`config.mk`:
```
export PLATFORM = sky130hd
export DESIGN_NAME = sram_arbiter
export DESIGN_NICKNAME = d
export VERILOG_FILES = /design/src/rtl/sram_arbiter.sv
export SDC_FILE = /design/constraint.sdc
export NUM_CORES = 1
export LEC_CHECK = 0
export CELL_PAD_IN_SITES_DETAIL_PLACEMENT = 0
export CELL_PAD_IN_SITES_GLOBAL_PLACEMENT = 1
export CORE_ASPECT_RATIO = 1.4
export CORE_MARGIN = 2
export CORE_UTILIZATION = 18
export CTS_CLUSTER_SIZE = 24
export DETAILED_ROUTE_END_ITERATION = 10
export GPL_TIMING_DRIVEN = 0
export PLACE_DENSITY_LB_ADDON = 0.1
export SLEW_MARGIN = 40
export SYNTH_ARGS = -nofsm -noshare
export SYNTH_HDL_FRONTEND = slang
export SYNTH_SLANG_ARGS = --single-unit
```
`constraint.sdc`:
```
create_clock -name clk -period 1.93 [get_ports clk]
set_input_delay 0.386 -clock clk [delete_from_list [all_inputs] [get_ports clk]]
set_output_delay 0.386 -clock clk [all_outputs]
set_load 0.005 [all_outputs]
```
`src/rtl/sram_arbiter.sv`:
```
// Arbiter between IFU (read-only) and LSU (read/write) for a single-port SRAM.
// One transaction in flight at a time: grant, wait LATENCY cycles, hold response.
module sram_arbiter #(
  parameter int ADDR_WIDTH = 32,
  parameter int DATA_WIDTH = 32,
  parameter int LATENCY    = 1
) (
  input  logic                  clk,
  input  logic                  rst,
  input  logic                  ifu_req_valid,
  output logic                  ifu_req_ready,
  input  logic [ADDR_WIDTH-1:0] ifu_addr,
  output logic                  ifu_resp_valid,
  input  logic                  ifu_resp_ready,
  output logic [DATA_WIDTH-1:0] ifu_rdata,
  input  logic                  lsu_req_valid,
  output logic                  lsu_req_ready,
  input  logic                  lsu_wen,
  input  logic [7:0]            lsu_wmask,
  input  logic [ADDR_WIDTH-1:0] lsu_addr,
  input  logic [DATA_WIDTH-1:0] lsu_wdata,
  output logic                  lsu_resp_valid,
  input  logic                  lsu_resp_ready,
  output logic [DATA_WIDTH-1:0] lsu_rdata,
  output logic                  sram_en,
  output logic                  sram_wen,
  output logic [7:0]            sram_wmask,
  output logic [ADDR_WIDTH-1:0] sram_addr,
  output logic [DATA_WIDTH-1:0] sram_wdata,
  input  logic [DATA_WIDTH-1:0] sram_rdata
);

  typedef enum logic [1:0] {
    IDLE = 2'd0,
    WAIT = 2'd1,
    RESP = 2'd2
  } state_t;

  localparam logic       GNT_IFU = 1'b0;
  localparam logic       GNT_LSU = 1'b1;
  localparam logic [3:0] LAT     = 4'(LATENCY);

  state_t                r_state;
  state_t                w_next_state;
  logic                  r_last_grant;
  logic                  r_gnt;
  logic                  r_wen;
  logic [3:0]            r_cnt;
  logic [DATA_WIDTH-1:0] r_data;
  logic                  w_any_req;
  logic                  w_grant_id;

  // With both requesters valid, the one that was not served last wins.
  assign w_any_req  = ifu_req_valid | lsu_req_valid;
  assign w_grant_id = (ifu_req_valid && lsu_req_valid) ? ~r_last_grant : lsu_req_valid;

  // State, grant bookkeeping, latency counter and response data register.
  always_ff @(posedge clk) begin
    if (rst) begin
      r_state      <= IDLE;
      r_last_grant <= GNT_IFU;
      r_gnt        <= GNT_IFU;
      r_wen        <= 1'b0;
      r_cnt        <= 4'd0;
      r_data       <= '0;
    end else begin
      r_state <= w_next_state;
      case (r_state)
        IDLE: begin
          if (w_any_req) begin
            r_gnt        <= w_grant_id;
            r_last_grant <= w_grant_id;
            r_wen        <= (w_grant_id == GNT_LSU) ? lsu_wen : 1'b0;
            r_cnt        <= LAT;
          end
        end
        WAIT: begin
          r_cnt <= r_cnt - 4'd1;
          if (r_cnt == 4'd1) begin
            r_data <= r_wen ? '0 : sram_rdata;
          end
        end
        default: begin
          r_cnt <= r_cnt;
        end
      endcase
    end
  end

  // Next state plus all outputs; everything is forced to zero while rst is high.
  always_comb begin
    w_next_state   = r_state;
    ifu_req_ready  = 1'b0;
    lsu_req_ready  = 1'b0;
    ifu_resp_valid = 1'b0;
    lsu_resp_valid = 1'b0;
    ifu_rdata      = '0;
    lsu_rdata      = '0;
    sram_en        = 1'b0;
    sram_wen       = 1'b0;
    sram_wmask     = 8'd0;
    sram_addr      = '0;
    sram_wdata     = '0;
    if (rst) begin
      w_next_state = IDLE;
    end else begin
      case (r_state)
        IDLE: begin
          if (w_any_req) begin
            w_next_state = WAIT;
            sram_en      = 1'b1;
            if (w_grant_id == GNT_LSU) begin
              lsu_req_ready = 1'b1;
              sram_wen      = lsu_wen;
              sram_wmask    = lsu_wmask;
              sram_addr     = lsu_addr;
              sram_wdata    = lsu_wdata;
            end else begin
              ifu_req_ready = 1'b1;
              sram_addr     = ifu_addr;
            end
          end else begin
            w_next_state = IDLE;
          end
        end
        WAIT: begin
          if (r_cnt == 4'd1) begin
            w_next_state = RESP;
          end else begin
            w_next_state = WAIT;
          end
        end
        RESP: begin
          if (r_gnt == GNT_LSU) begin
            lsu_resp_valid = 1'b1;
            lsu_rdata      = r_data;
            w_next_state   = lsu_resp_ready ? IDLE : RESP;
          end else begin
            ifu_resp_valid = 1'b1;
            ifu_rdata      = r_data;
            w_next_state   = ifu_resp_ready ? IDLE : RESP;
          end
        end
        default: begin
          w_next_state = IDLE;
        end
      endcase
    end
  end

endmodule

```
; ---- Word level (Yosys, flattened, before mapping)
; Index checks and enable logic that the tools add are counted.
[word_totals]
regBits = 40
input_bits = 143
[op_classes]
muxes = 49
n_eq_ne = 4
addsub = 1
bitwise = 2
n_reduce_logical = 6
[op_table]
columns = cell, n
row1 = 32-bit two-way mux, 15
row2 = 8-bit two-way mux, 4
row3 = 1-bit two-way mux, 23
row4 = 2-bit two-way mux, 4
row5 = 4-bit case mux with 2 select lines, 1
row6 = 2-bit case mux with 3 select lines, 1
row7 = 2-bit AND reduction, 3
row8 = 4-bit by 1-bit == test with 1-bit output (second input constant), 1
row9 = 4-bit two-way mux, 1
row10 = 4-bit by 1-bit subtractor with 4-bit output (second input constant), 1
row11 = 2-bit by 1-bit == test with 1-bit output (second input constant), 1
row12 = 2-bit == test (second input constant), 1
row13 = 2-bit zero test, 1
row14 = 2-bit inequality test (second input constant), 1
row15 = 2-bit nonzero test, 1
row16 = 1-bit logical AND, 1
row17 = 1-bit inverter, 1
row18 = 1-bit bitwise OR, 1

; ---- Logic depth before layout (Yosys ltp)
; Gate-level depths: netlist of the first run.
[logic_depth]
depth_word = 6
mapped_depth = 7
mapped_depth_nobuf = 5

; ---- Worst setup path before layout of the first run
; No wires, ideal clock.
[synth_timing]
path_type = register to output
start = register r_state[0]
end = output port sram_addr[24]
path_stages_with_launch = 8
slack_ns = 0.278
t_arrival_ns = 1.266
path_cell_list = dfxtp_1 > buf_4 > nor3_2 > and3_1 > buf_2 > buf_6 > buf_6 > a22o_1
[synth_via]
elab_chain_cells = 3
[synth_rtl]
columns = element, line
row1 = from (decl), 43  ; state_t r_state;
row2 = from (signal assigned), 67  ; r_state <= w_next_state;
row3 = 2-bit zero test, 107  ; case (r_state)
row4 = 32-bit two-way mux, 107
row5 = 32-bit two-way mux, 104  ; if (rst) begin
row6 = to (decl), 28  ; output logic [ADDR_WIDTH-1:0] sram_addr,
; No other way between the ends.

; ---- Worst setup path after layout of the first run
[layout_timing]
start = register r_state[1]
end = output port sram_addr[15]
; Same word-level chain as after synthesis.

==> impl_results.rst, run 1 <==
.. list-table::
   :header-rows: 1

   * - Metric
     - Value
   * - Per-cell routed wire length
     - 18.5 µm
   * - Die Footprint
     - 16100 µm²
   * - Share of the cycle needed by the critical path after routing
     - 112%
   * - Synth-to-layout area growth
     - 160%
   * - Final setup violation count
     - 129
   * - Instance count of the mapped netlist
     - 353
   * - Clock tree buffer depth
     - 2
   * - Crit path max-delay family
     - buffers and inverters
   * - Leakage power summed over all cells
     - 3.19 nW
   * - Register area share after synthesis
     - 29.5%
   * - Number of top-level pins
     - 285
   * - Final sum of negative setup slack
     - -15160 ps
   * - Req. time, crit path
     - 1540 ps
   * - Critical path type
     - reg2out
   * - CP Data Arrival Time
     - 1770 ps
   * - Maximum ir drop on the vdd rail
     - 0.414 mV
   * - Total half-perimeter wirelength after legalization and detailed placement
     - 12300 µm
   * - IO Port Bufs
     - 284
   * - Most common library cells after synthesis
     - sky130_fd_sc_hd__and2_1 (106), sky130_fd_sc_hd__dfxtp_1 (40), sky130_fd_sc_hd__nand2_1 (34), sky130_fd_sc_hd__o21ai_0 (34), sky130_fd_sc_hd__a22o_1 (33)
   * - Share of post-route cells with drive strength above 1
     - 47.2%
   * - Detailed router's first-iteration violation count
     - 157
   * - Final antenna diode count
     - 0
   * - Via count of the first global-routing pass
     - 4174
   * - Floorplan row count
     - 53
   * - Max Fanout on Critical Path
     - 7
   * - Global-route wire length before repair
     - 24000 µm
   * - Number of CTS-inserted buffers
     - 5
   * - Flip-flop and latch count after synthesis
     - 40
   * - Sequential fraction of design power
     - 29.7%
   * - H-tree levels
     - 2
   * - Slowest cell on the critical path
     - sky130_fd_sc_hd__dfxtp_4
   * - Post-synthesis async set-or-reset flop share
     - 0%
   * - Global-route usage over all layers
     - 19.8%
   * - Clock-pin slew of the registers on the worst-case setup and hold paths
     - 60 ps
   * - Cell area after placement
     - 5800 µm²
   * - Mean instance size in the synthesized netlist
     - 7.68 µm²
   * - Pin count of the biggest net entering global routing
     - 13
   * - Distinct cell type count after synthesis
     - 32
   * - Cell-internal power
     - 2.33 mW
   * - Area of the mapped netlist
     - 2710 µm²
   * - Main area contributors after synthesis
     - sky130_fd_sc_hd__dfxtp_1 (30%), sky130_fd_sc_hd__and2_1 (24%), sky130_fd_sc_hd__a22o_1 (11%)
   * - TritonCTS sink count
     - 40
   * - Outcome
     - finished with violations
   * - Delay of the slowest cell on the worst path
     - 340 ps
   * - Worst Tran Pin Value
     - 546 ps
   * - Share of Yosys cell area claimed by the top area cell type
     - 29.5%
   * - Maximum clock rate
     - 464 MHz
   * - Number of antenna violations at the first check in global routing
     - 1
   * - Element type at the critical path start
     - flip-flop
   * - Areal power density over the cells
     - 469 nW/µm²
   * - Relative slew slack
     - 63.3%
   * - Path class of the lowest-slack min-delay path
     - reg2reg
   * - Clock share of power
     - 28.8%
   * - TritonCTS clock tree
     - built
   * - Die Wd
     - 108 µm
   * - PnR worst setup slack
     - -224 ps
   * - Post-detailed-route count of antenna-violating nets
     - 0
   * - # DRC
     - 0
   * - Logic gate share of total power
     - 41.4%
   * - Worst-case clock skew
     - 5.21 ps
   * - Overflow left after global routing
     - 0
   * - Core region area
     - 14900 µm²
   * - Fin nets
     - 869
   * - Number of fill cells in the layout
     - 1486
   * - Final max-slew violation count
     - 0
   * - Number of flops mapped to enable cells by yosys
     - 0
   * - Failing checks
     - negative setup slack
   * - Vias post-DR
     - 4091
   * - Sw frac
     - 29.7%
   * - Cells traversed along the worst timing path
     - buf_6 > nor3_4 > buf_4 > and3_4 > buf_6 > buf_6 > a22o_1 > buf_2
   * - Routability congestion estimate
     - 0.792
   * - 1st-pass router iterations
     - 4
   * - RSZ-0062 raised after global routing
     - true
   * - Post-route total power
     - 3.31 mW
   * - Number of buffers and inverters on the critical path
     - 5
   * - Maximum capacitance violations
     - 0
   * - Period minus WS final
     - 2150 ps
   * - Clock tree root driver cell
     - sky130_fd_sc_hd__clkbuf_16
   * - Yosys warnings
     - 0
   * - Finished Cell Area
     - 7060 µm²
   * - Routed wire length
     - 16900 µm
   * - Final Hold Violating Endpoints
     - 0
   * - Type of destination of the critical path
     - output pin
   * - Number of nets in the synthesized netlist
     - 498
   * - Net load switching power
     - 0.984 mW
   * - Most frequent cell on the critical path
     - sky130_fd_sc_hd__buf_6
   * - Clock latency at the later pin of the worst-skew pair
     - 290 ps
   * - Height of the die
     - 149 µm
   * - Starting density of the core
     - 18.3%
   * - Yosys top cell by area
     - sky130_fd_sc_hd__dfxtp_1
   * - Primary flip-flop cell chosen by synthesis mapping
     - sky130_fd_sc_hd__dfxtp_1
   * - Most frequent cell after synthesis
     - sky130_fd_sc_hd__and2_1
   * - Via-per-instance ratio
     - 4.46
cells by family (layout without fill, tap and decap cells):
kind of cell    Yosys count  in the layout  synth area share (%)
compound gates           77             77                  19.3
buf+inv                  41            413                  7.56
fa+ha+maj                 2              2                 0.922
mux                       1              1                 0.369
simple gates            192            192                  42.3
flops                    40             40                  29.5
path summary, 6_finish.rpt:
check | startpoint | to | slack, ps | depth (start not counted)
min reg2reg | r_data[14]$_SDFFE_PP0P_ | r_data[14]$_SDFFE_PP0P_ | 470 | 2
max reg2reg | r_cnt[0]$_SDFFE_PP0P_ | r_state[1]$_SDFF_PP0_ | 190 | 5
max | r_state[1]$_SDFF_PP0_ | sram_addr[15] | -220 | 8
min | r_data[14]$_SDFFE_PP0P_ | r_data[14]$_SDFFE_PP0P_ | 470 | 2
per-layer routing:
metal	share of wire, %	vias up	global-route usage [%]
met5	0.10	-	0
met4	2.8	2	7.50
met3	11	26	7.82
met2	50	200	35.8
met1	36	1903	20.2
li1	-	1960	-
worst register-to-register path, stage by stage, from the launching register on:
cell	delay [ps]
sky130_fd_sc_hd__dfxtp_1	390
sky130_fd_sc_hd__ha_1	170
sky130_fd_sc_hd__nor3b_4	390
sky130_fd_sc_hd__clkbuf_1	430
sky130_fd_sc_hd__nand2_1	150
sky130_fd_sc_hd__a21oi_1	140
power by group through the flow:
stage	clock network, mW	logic, mW	registers, mW
CTS	0.987	1.32	0.973
detailed placement	0	1.13	0.986
global route	1.02	1.48	0.994
floorplan	0	0.448	0.965
finish	0.955	1.37	0.984
global placement	0	1.12	0.981
cell usage in the layout, fill, tap and decap left out, types with 2 or more instances in the layout:
master | netlist | layout
sky130_fd_sc_hd__ha_1 | 2 | 2
sky130_fd_sc_hd__dfxtp_4 | 0 | 2
sky130_fd_sc_hd__dfxtp_1 | 40 | 37
sky130_fd_sc_hd__buf_8 | 0 | 9
sky130_fd_sc_hd__clkbuf_1 | 15 | 12
sky130_fd_sc_hd__a21oi_1 | 3 | 3
sky130_fd_sc_hd__buf_4 | 4 | 22
sky130_fd_sc_hd__o21ai_0 | 34 | 34
sky130_fd_sc_hd__o21ai_1 | 2 | 2
sky130_fd_sc_hd__nand3b_1 | 3 | 3
sky130_fd_sc_hd__nor3_1 | 2 | 2
sky130_fd_sc_hd__dlygate4sd2_1 | 0 | 3
sky130_fd_sc_hd__nor2_1 | 2 | 2
sky130_fd_sc_hd__and2_4 | 0 | 75
sky130_fd_sc_hd__and3_4 | 0 | 2
sky130_fd_sc_hd__nand2b_1 | 2 | 2
sky130_fd_sc_hd__buf_12 | 0 | 7
sky130_fd_sc_hd__clkbuf_16 | 0 | 6
sky130_fd_sc_hd__clkbuf_8 | 0 | 2
sky130_fd_sc_hd__nand4_1 | 32 | 32
sky130_fd_sc_hd__buf_2 | 17 | 62
sky130_fd_sc_hd__clkdlybuf4s50_1 | 0 | 139
sky130_fd_sc_hd__nor2b_1 | 3 | 3
sky130_fd_sc_hd__a22o_1 | 33 | 32
sky130_fd_sc_hd__inv_1 | 3 | 3
sky130_fd_sc_hd__buf_6 | 2 | 145
sky130_fd_sc_hd__nand2_1 | 34 | 33
sky130_fd_sc_hd__and2_1 | 106 | 31
metrics by stage:
step / instances / hold WS (ps) / util, % / setup WS (ps)
2_1_floorplan: 353 / 432 / - / 278
3_3_place_gp: 829 / 450 / 39.0 / -1180
3_5_place_dp: 829 / 459 / 39.0 / -1220
4_1_cts: 910 / 472 / 45.8 / -314
5_1_grt: 917 / 494 / 47.5 / -301
6_report: 917 / 472 / 47.5 / -224
flip-flops by register name, summed over array words and instances (netlist names):
register  cells
r_data       32
r_cnt         4
r_state       2
r_gnt         1
r_wen         1
cell type report:
class | count | area (µm²) | area share [%]
timing repair buffer | 369 | 3600 | 51.1
clock inverter | 2 | 35.0 | 0.496
tap | 192 | 240 | 3.40
multi-input combinational | 272 | 1930 | 27.4
sequential | 40 | 810 | 11.5
inverter | 3 | 11.3 | 0.160
buffer | 33 | 297 | 4.20
clock buffer | 6 | 129 | 1.83
what timing repair did:
action | in CTS | in global routing
cloned | 8 | 1
hold buffers | 0 | 0
pin swaps | 74 | 17
gates resized for setup | 773 | 90
buffers inserted | 66 | 19
endpoints found under the setup margin | 142 | 171
endpoints found under the hold margin | 0 | 0
Note: power is estimated with default switching activity, not from simulation.
==> run 2, diff against run 1 <==
- CORE_UTILIZATION: 18 -> 20
- CTS_CLUSTER_DIAMETER: unset -> 50
- SLEW_MARGIN: 40 -> 15
- clock period: 1.93 -> 2.7 ns (I/O delays scaled with it)
==> run 2 against run 1 <==
Net effect:
- the flow now finishes without violations
- hold slack got worse by 20 ps
- register-to-register slack better by 720 ps
- via count shrank 9.6%
- clock-buffer cell count did not move
- sequential power shrank 30%
- sequential share of layout area up 1.6 points
- critical endpoint is now sram_wdata[21]
==> impl_results.rst, run 2 (synthesized netlist as in run 1, its figures left out) <==
.. list-table::
   :header-rows: 1

   * - Metric
     - Value
   * - Global-route usage over all layers
     - 19.5%
   * - Pin count of the biggest net entering global routing
     - 13
   * - # DRC
     - 0
   * - Final max-slew violation count
     - 0
   * - Share of post-route cells with drive strength above 1
     - 7.50%
   * - IO Port Bufs
     - 284
   * - Number of fill cells in the layout
     - 1375
   * - PnR worst setup slack
     - 88.1 ps
   * - Max Fanout on Critical Path
     - 8
   * - Number of antenna violations at the first check in global routing
     - 0
   * - Floorplan row count
     - 50
   * - Via-per-instance ratio
     - 4.43
   * - Met3 wire len
     - 2380 µm
   * - Per-cell routed wire length
     - 18.2 µm
   * - TritonCTS sink count
     - 40
   * - Overflow left after global routing
     - 0
   * - Sequential fraction of design power
     - 32.9%
   * - TritonCTS clock tree
     - built
   * - H-tree levels
     - 2
   * - Total half-perimeter wirelength after legalization and detailed placement
     - 12200 µm
   * - Commonest cells after routing, fill and taps aside
     - sky130_fd_sc_hd__clkdlybuf4s50_1 (211), sky130_fd_sc_hd__and2_1 (106), sky130_fd_sc_hd__dlygate4sd2_1 (55)
   * - Final Hold Violating Endpoints
     - 0
   * - Core region area
     - 13300 µm²
   * - Met1 Routed Length
     - 5660 µm
   * - Maximum clock rate
     - 383 MHz
   * - Delay of the slowest cell on the worst path
     - 490 ps
   * - Via count of the first global-routing pass
     - 3714
   * - Areal power density over the cells
     - 345 nW/µm²
   * - Share of the cycle needed by the critical path after routing
     - 96.7%
   * - Detailed router's first-iteration violation count
     - 64
   * - Maximum capacitance violations
     - 0
   * - Number of top-level pins
     - 285
   * - Routability congestion estimate
     - 0.737
   * - Dpl ws
     - -652 ps
   * - Element type at the critical path start
     - flip-flop
   * - Leakage power summed over all cells
     - 2.78 nW
   * - Uppermost routed layer
     - met4
   * - Logic gate share of total power
     - 38.1%
   * - Register bank with the most flops
     - r_data
   * - Number of CTS-inserted buffers
     - 5
   * - Req. time, crit path
     - 2160 ps
   * - Number of buffers and inverters on the critical path
     - 6
   * - Worst Tran Pin Value
     - 553 ps
   * - Final antenna diode count
     - 0
   * - Clock tree buffer depth
     - 2
   * - Flip-flop count of the largest register, all copies and words added
     - 32
   * - Final setup violation count
     - 0
   * - Slowest cell on the critical path
     - sky130_fd_sc_hd__dfxtp_1
   * - Die Footprint
     - 14500 µm²
   * - Crit path max-delay family
     - buffers and inverters
   * - Height of the die
     - 142 µm
   * - Type of destination of the critical path
     - output pin
   * - Starting density of the core
     - 20.4%
   * - Routed wl met2
     - 6880 µm
   * - 1st-pass router iterations
     - 4
   * - Period minus WS final
     - 2610 ps
   * - Clock-pin slew of the registers on the worst-case setup and hold paths
     - 60 ps
   * - Relative slew slack
     - 63.0%
   * - Count of hold-fix buffers inserted at cts
     - 0
   * - Die Wd
     - 102 µm
   * - Clock tree root driver cell
     - sky130_fd_sc_hd__clkbuf_16
   * - Vias post-DR
     - 3698
   * - Outcome
     - completed
   * - Path class of the lowest-slack min-delay path
     - reg2reg
   * - RSZ-0062 raised after global routing
     - true
   * - Post-detailed-route count of antenna-violating nets
     - 0
   * - Critical path type
     - reg2out
   * - Leading cell type in the layout, fill and taps excluded
     - sky130_fd_sc_hd__clkdlybuf4s50_1
   * - Global-route wire length before repair
     - 21400 µm
   * - Net load switching power
     - 0.642 mW
   * - Routed wire length
     - 15200 µm
   * - Final worst hold slack
     - 452 ps
   * - Cell-internal power
     - 1.46 mW
   * - Instance count after placement with tap cells included
     - 819
   * - Cells traversed along the worst timing path
     - nand2_1 > and3_4 > buf_6 > buf_8 > buf_4 > buf_6 > buf_4 > and2_1 > dlygate4sd2_1
   * - Sw frac
     - 30.5%
   * - Final standard cell count with taps included and fillers excluded
     - 835
   * - Clock share of power
     - 29.0%
   * - Top Registers
     - r_data x32, r_cnt x4, r_state x2
   * - CP Data Arrival Time
     - 2070 ps
   * - Maximum ir drop on the vdd rail
     - 0.220 mV
   * - Clock latency at the later pin of the worst-skew pair
     - 280 ps
   * - Worst-case clock skew
     - 4.16 ps
   * - Synth-to-layout area growth
     - 125%
   * - Fin nets
     - 797
[run 2: power groups by stage]
stage               clock network [mW]  registers, mW  logic [mW]
CTS                              0.628          0.690       0.797
detailed placement                   0          0.702       0.801
global placement                     0          0.700       0.795
global route                     0.660          0.699       0.868
floorplan                            0          0.690       0.320
finish                           0.610          0.691       0.802
[run 2: cell type report]
class                      instances  area (µm²)  area share (%)
multi-input combinational        272        1720            28.2
clock inverter                     2        10.0           0.164
sequential                        40         801            13.1
inverter                           3        11.3           0.184
timing repair buffer             292        2870            47.1
buffer                            38         323            5.29
tap                              182         228            3.73
clock buffer                       6         139            2.27
[run 2: timing repair]
item | CTS | global route
pin swaps | 2 | 2
endpoints found under the setup margin | 138 | 80
buffers inserted | 5 | 3
resized for setup | 89 | 33
[run 2: path summary, 6_finish.rpt]
path	start	endpoint	slack, ps	depth (start not counted)
setup / recovery	r_gnt$_SDFFE_PP0P_	sram_wdata[21]	90	9
hold / removal	r_data[11]$_SDFFE_PP0P_	r_data[11]$_SDFFE_PP0P_	450	2
hold reg to reg	r_data[11]$_SDFFE_PP0P_	r_data[11]$_SDFFE_PP0P_	450	2
setup reg to reg	r_cnt[0]$_SDFFE_PP0P_	r_state[1]$_SDFF_PP0_	910	5
[run 2: worst min-delay path: cells and delay by family (launching register included)]
kind,cells,cell delay [ps]
AO/OA/AOI/OAI,1,50
flip-flops,1,310
AND/OR/NAND/NOR,1,50
[run 2: metal layers]
layer	GRT usage, %	up-vias
li1	-	1821
met1	21.2	1665
met2	31.6	195
met3	11.6	17
met4	5.33	0
met5	0	-
[run 2: metrics by stage]
step	utilization (%)	power, mW	TNS (ps)	area [µm²]
after floorplan	-	1.01	0	2710
after global placement	43.4	1.50	-41630	5780
after detailed placement	43.4	1.50	-44190	5780
after CTS	45.0	2.11	-888	6000
after global routing	45.8	2.23	-1.02	6110
final	45.8	2.10	0	6110
==> run 3, diff against run 2 <==
- SETUP_SLACK_MARGIN: unset -> 0.3
==> run 3 against run 2 <==
Net effect:
- clock skew decreased by 0.73 ps
- flip-flop and latch count unchanged
- highest routed layer unchanged
- clock-buffer cell count unchanged
- final area increased by 3.6%
- worst setup slack improved by 120 ps
- power increased by 2.9%
- clock power about the same
- sequential share of layout area decreased by 0.32 points
- first-iteration DRC count increased by 41%
- global-route usage increased by 1.1 points
==> impl_results.rst, run 3 (synthesized netlist as in run 1, its figures left out) <==
.. list-table::
   :header-rows: 1

   * - Metric
     - Value
   * - Outcome
     - completed
   * - Final setup violation count
     - 0
   * - Relative slew slack
     - 63.0%
   * - Final max-slew violation count
     - 0
   * - H-tree levels
     - 2
   * - Path class of the lowest-slack min-delay path
     - reg2reg
   * - Top Registers
     - r_data x32, r_cnt x4, r_state x2
   * - Clock tree buffer depth
     - 2
   * - Global-route usage over all layers
     - 20.6%
   * - Worst-case clock skew
     - 3.43 ps
   * - Type of destination of the critical path
     - output pin
   * - Finished Cell Area
     - 6330 µm²
   * - Period minus WS final
     - 2490 ps
   * - Clock latency at the later pin of the worst-skew pair
     - 280 ps
   * - Detailed router's first-iteration violation count
     - 90
   * - Maximum capacitance violations
     - 0
   * - Critical path type
     - in2out
   * - Clock share of power
     - 28.3%
   * - TritonCTS sink count
     - 40
   * - Count of hold-fix buffers inserted at cts
     - 0
   * - Starting density of the core
     - 20.4%
   * - Worst Tran Pin Value
     - 550 ps
   * - Leading cell type in the layout, fill and taps excluded
     - sky130_fd_sc_hd__clkdlybuf4s50_1
   * - Final sum of negative setup slack
     - 0 ps
   * - Overflow left after global routing
     - 0
   * - Floorplan row count
     - 50
   * - Flip-flop count of the largest register, all copies and words added
     - 32
   * - Leakage power summed over all cells
     - 2.95 nW
   * - Commonest cells after routing, fill and taps aside
     - sky130_fd_sc_hd__clkdlybuf4s50_1 (150), sky130_fd_sc_hd__and2_1 (99), sky130_fd_sc_hd__clkbuf_2 (48)
   * - Number of antenna violations at the first check in global routing
     - 0
   * - Core region area
     - 13300 µm²
   * - Sequential fraction of design power
     - 32.0%
   * - Routability congestion estimate
     - 0.737
   * - Synth-to-layout area growth
     - 133%
   * - Max Fanout on Critical Path
     - 5
   * - Via count of the first global-routing pass
     - 3931
   * - Clock tree root driver cell
     - sky130_fd_sc_hd__clkbuf_16
   * - Per-cell routed wire length
     - 18.2 µm
   * - Pin count of the biggest net entering global routing
     - 13
   * - IO Port Bufs
     - 284
   * - Req. time, crit path
     - 2160 ps
   * - Die Wd
     - 102 µm
   * - Register bank with the most flops
     - r_data
   * - Share of post-route cells with drive strength above 1
     - 26.4%
   * - Total half-perimeter wirelength after legalization and detailed placement
     - 12200 µm
   * - Routed wire length
     - 16100 µm
   * - FF-to-FF setup slack
     - 890 ps
   * - Maximum ir drop on the vdd rail
     - 0.227 mV
   * - Sw frac
     - 30.7%
   * - Element type at the critical path start
     - input port
   * - Final Hold Violating Endpoints
     - 0
   * - Number of CTS-inserted buffers
     - 5
   * - RSZ-0062 raised after global routing
     - true
   * - Post-detailed-route count of antenna-violating nets
     - 0
   * - Number of top-level pins
     - 285
   * - Share of the cycle needed by the critical path after routing
     - 92.3%
   * - Final antenna diode count
     - 0
   * - Cell area after placement
     - 5780 µm²
   * - Cell-internal power
     - 1.50 mW
   * - Instance count after placement with tap cells included
     - 819
   * - # DRC
     - 0
   * - Height of the die
     - 142 µm
   * - Global-route wire length before repair
     - 22500 µm
   * - Areal power density over the cells
     - 342 nW/µm²
   * - Logic gate share of total power
     - 39.7%
   * - Net load switching power
     - 0.664 mW
   * - TritonCTS clock tree
     - built
   * - 1st-pass router iterations
     - 4
   * - Number of fill cells in the layout
     - 1375
   * - Final standard cell count with taps included and fillers excluded
     - 882
   * - CP Data Arrival Time
     - 1950 ps
   * - Via-per-instance ratio
     - 4.39
   * - Clock-pin slew of the registers on the worst-case setup and hold paths
     - 60 ps
   * - Vias post-DR
     - 3870
   * - Maximum clock rate
     - 401 MHz
   * - Die Footprint
     - 14500 µm²
   * - Final worst hold slack
     - 455 ps
   * - Fin nets
     - 844
-- run 3: path summary, 6_finish.rpt --
path                                               from  cells past startpoint                 endpoint
worst max register to register    r_cnt[0]$_SDFFE_PP0P_                      5    r_state[1]$_SDFF_PP0_
worst min-delay path            r_data[11]$_SDFFE_PP0P_                      2  r_data[11]$_SDFFE_PP0P_
worst min register to register  r_data[11]$_SDFFE_PP0P_                      2  r_data[11]$_SDFFE_PP0P_
worst max-delay path                                rst                      7            sram_addr[23]
-- run 3: area by class of cell --
class	count	area, µm²	share of cell area, %
Multi-Input combinational cell	272	1740	27.6
Timing Repair Buffer	339	3020	47.8
Tap cell	182	228	3.60
Sequential cell	40	810	12.8
Buffer	38	362	5.72
Clock buffer	6	139	2.20
Clock inverter	2	10.0	0.158
Inverter	3	11.3	0.178
-- run 3: worst max-delay path: stages --
cell	delay, ps
sky130_fd_sc_hd__buf_4	130
sky130_fd_sc_hd__nor3_4	180
sky130_fd_sc_hd__and3_4	200
sky130_fd_sc_hd__buf_6	120
sky130_fd_sc_hd__buf_4	130
sky130_fd_sc_hd__a22o_1	140
sky130_fd_sc_hd__clkdlybuf4s50_1	510
-- run 3: metrics by stage --
| step | utilization, % | power (mW) | worst slack (ps) |
|---|---|---|---|
| finish | 47.5 | 2.16 | 209 |
| global route | 47.5 | 2.29 | 108 |
| CTS | 47.8 | 2.16 | 160 |
| detailed placement | 43.4 | 1.50 | -652 |
| global placement | 43.4 | 1.50 | -636 |
| floorplan | - | 1.01 | 809 |
-- run 3: metal layers --
metal  vias to the layer above  share of wire (%)  track usage [%]
li1                       1918                  -                -
met1                      1753                 36             22.0
met4                         0                1.6             5.26
met3                        15                 15             11.4
met5                         -                  0                0
met2                       184                 48             34.7
-- run 3: power groups by stage --
stage / Sequential [mW] / Clock (mW) / Combinational [mW]
2_1_floorplan: 0.690 / 0 / 0.320
3_3_place_gp: 0.700 / 0 / 0.795
3_5_place_dp: 0.702 / 0 / 0.801
4_1_cts: 0.693 / 0.628 / 0.843
5_1_grt: 0.702 / 0.660 / 0.926
6_report: 0.694 / 0.612 / 0.859
-- run 3: repair_timing --
action / CTS / global route
buffers inserted: 40 / 8
endpoints found under the setup margin: 142 / 96
resized for setup: 270 / 154
gates cloned: 5 / 2
pin swaps: 5 / 4
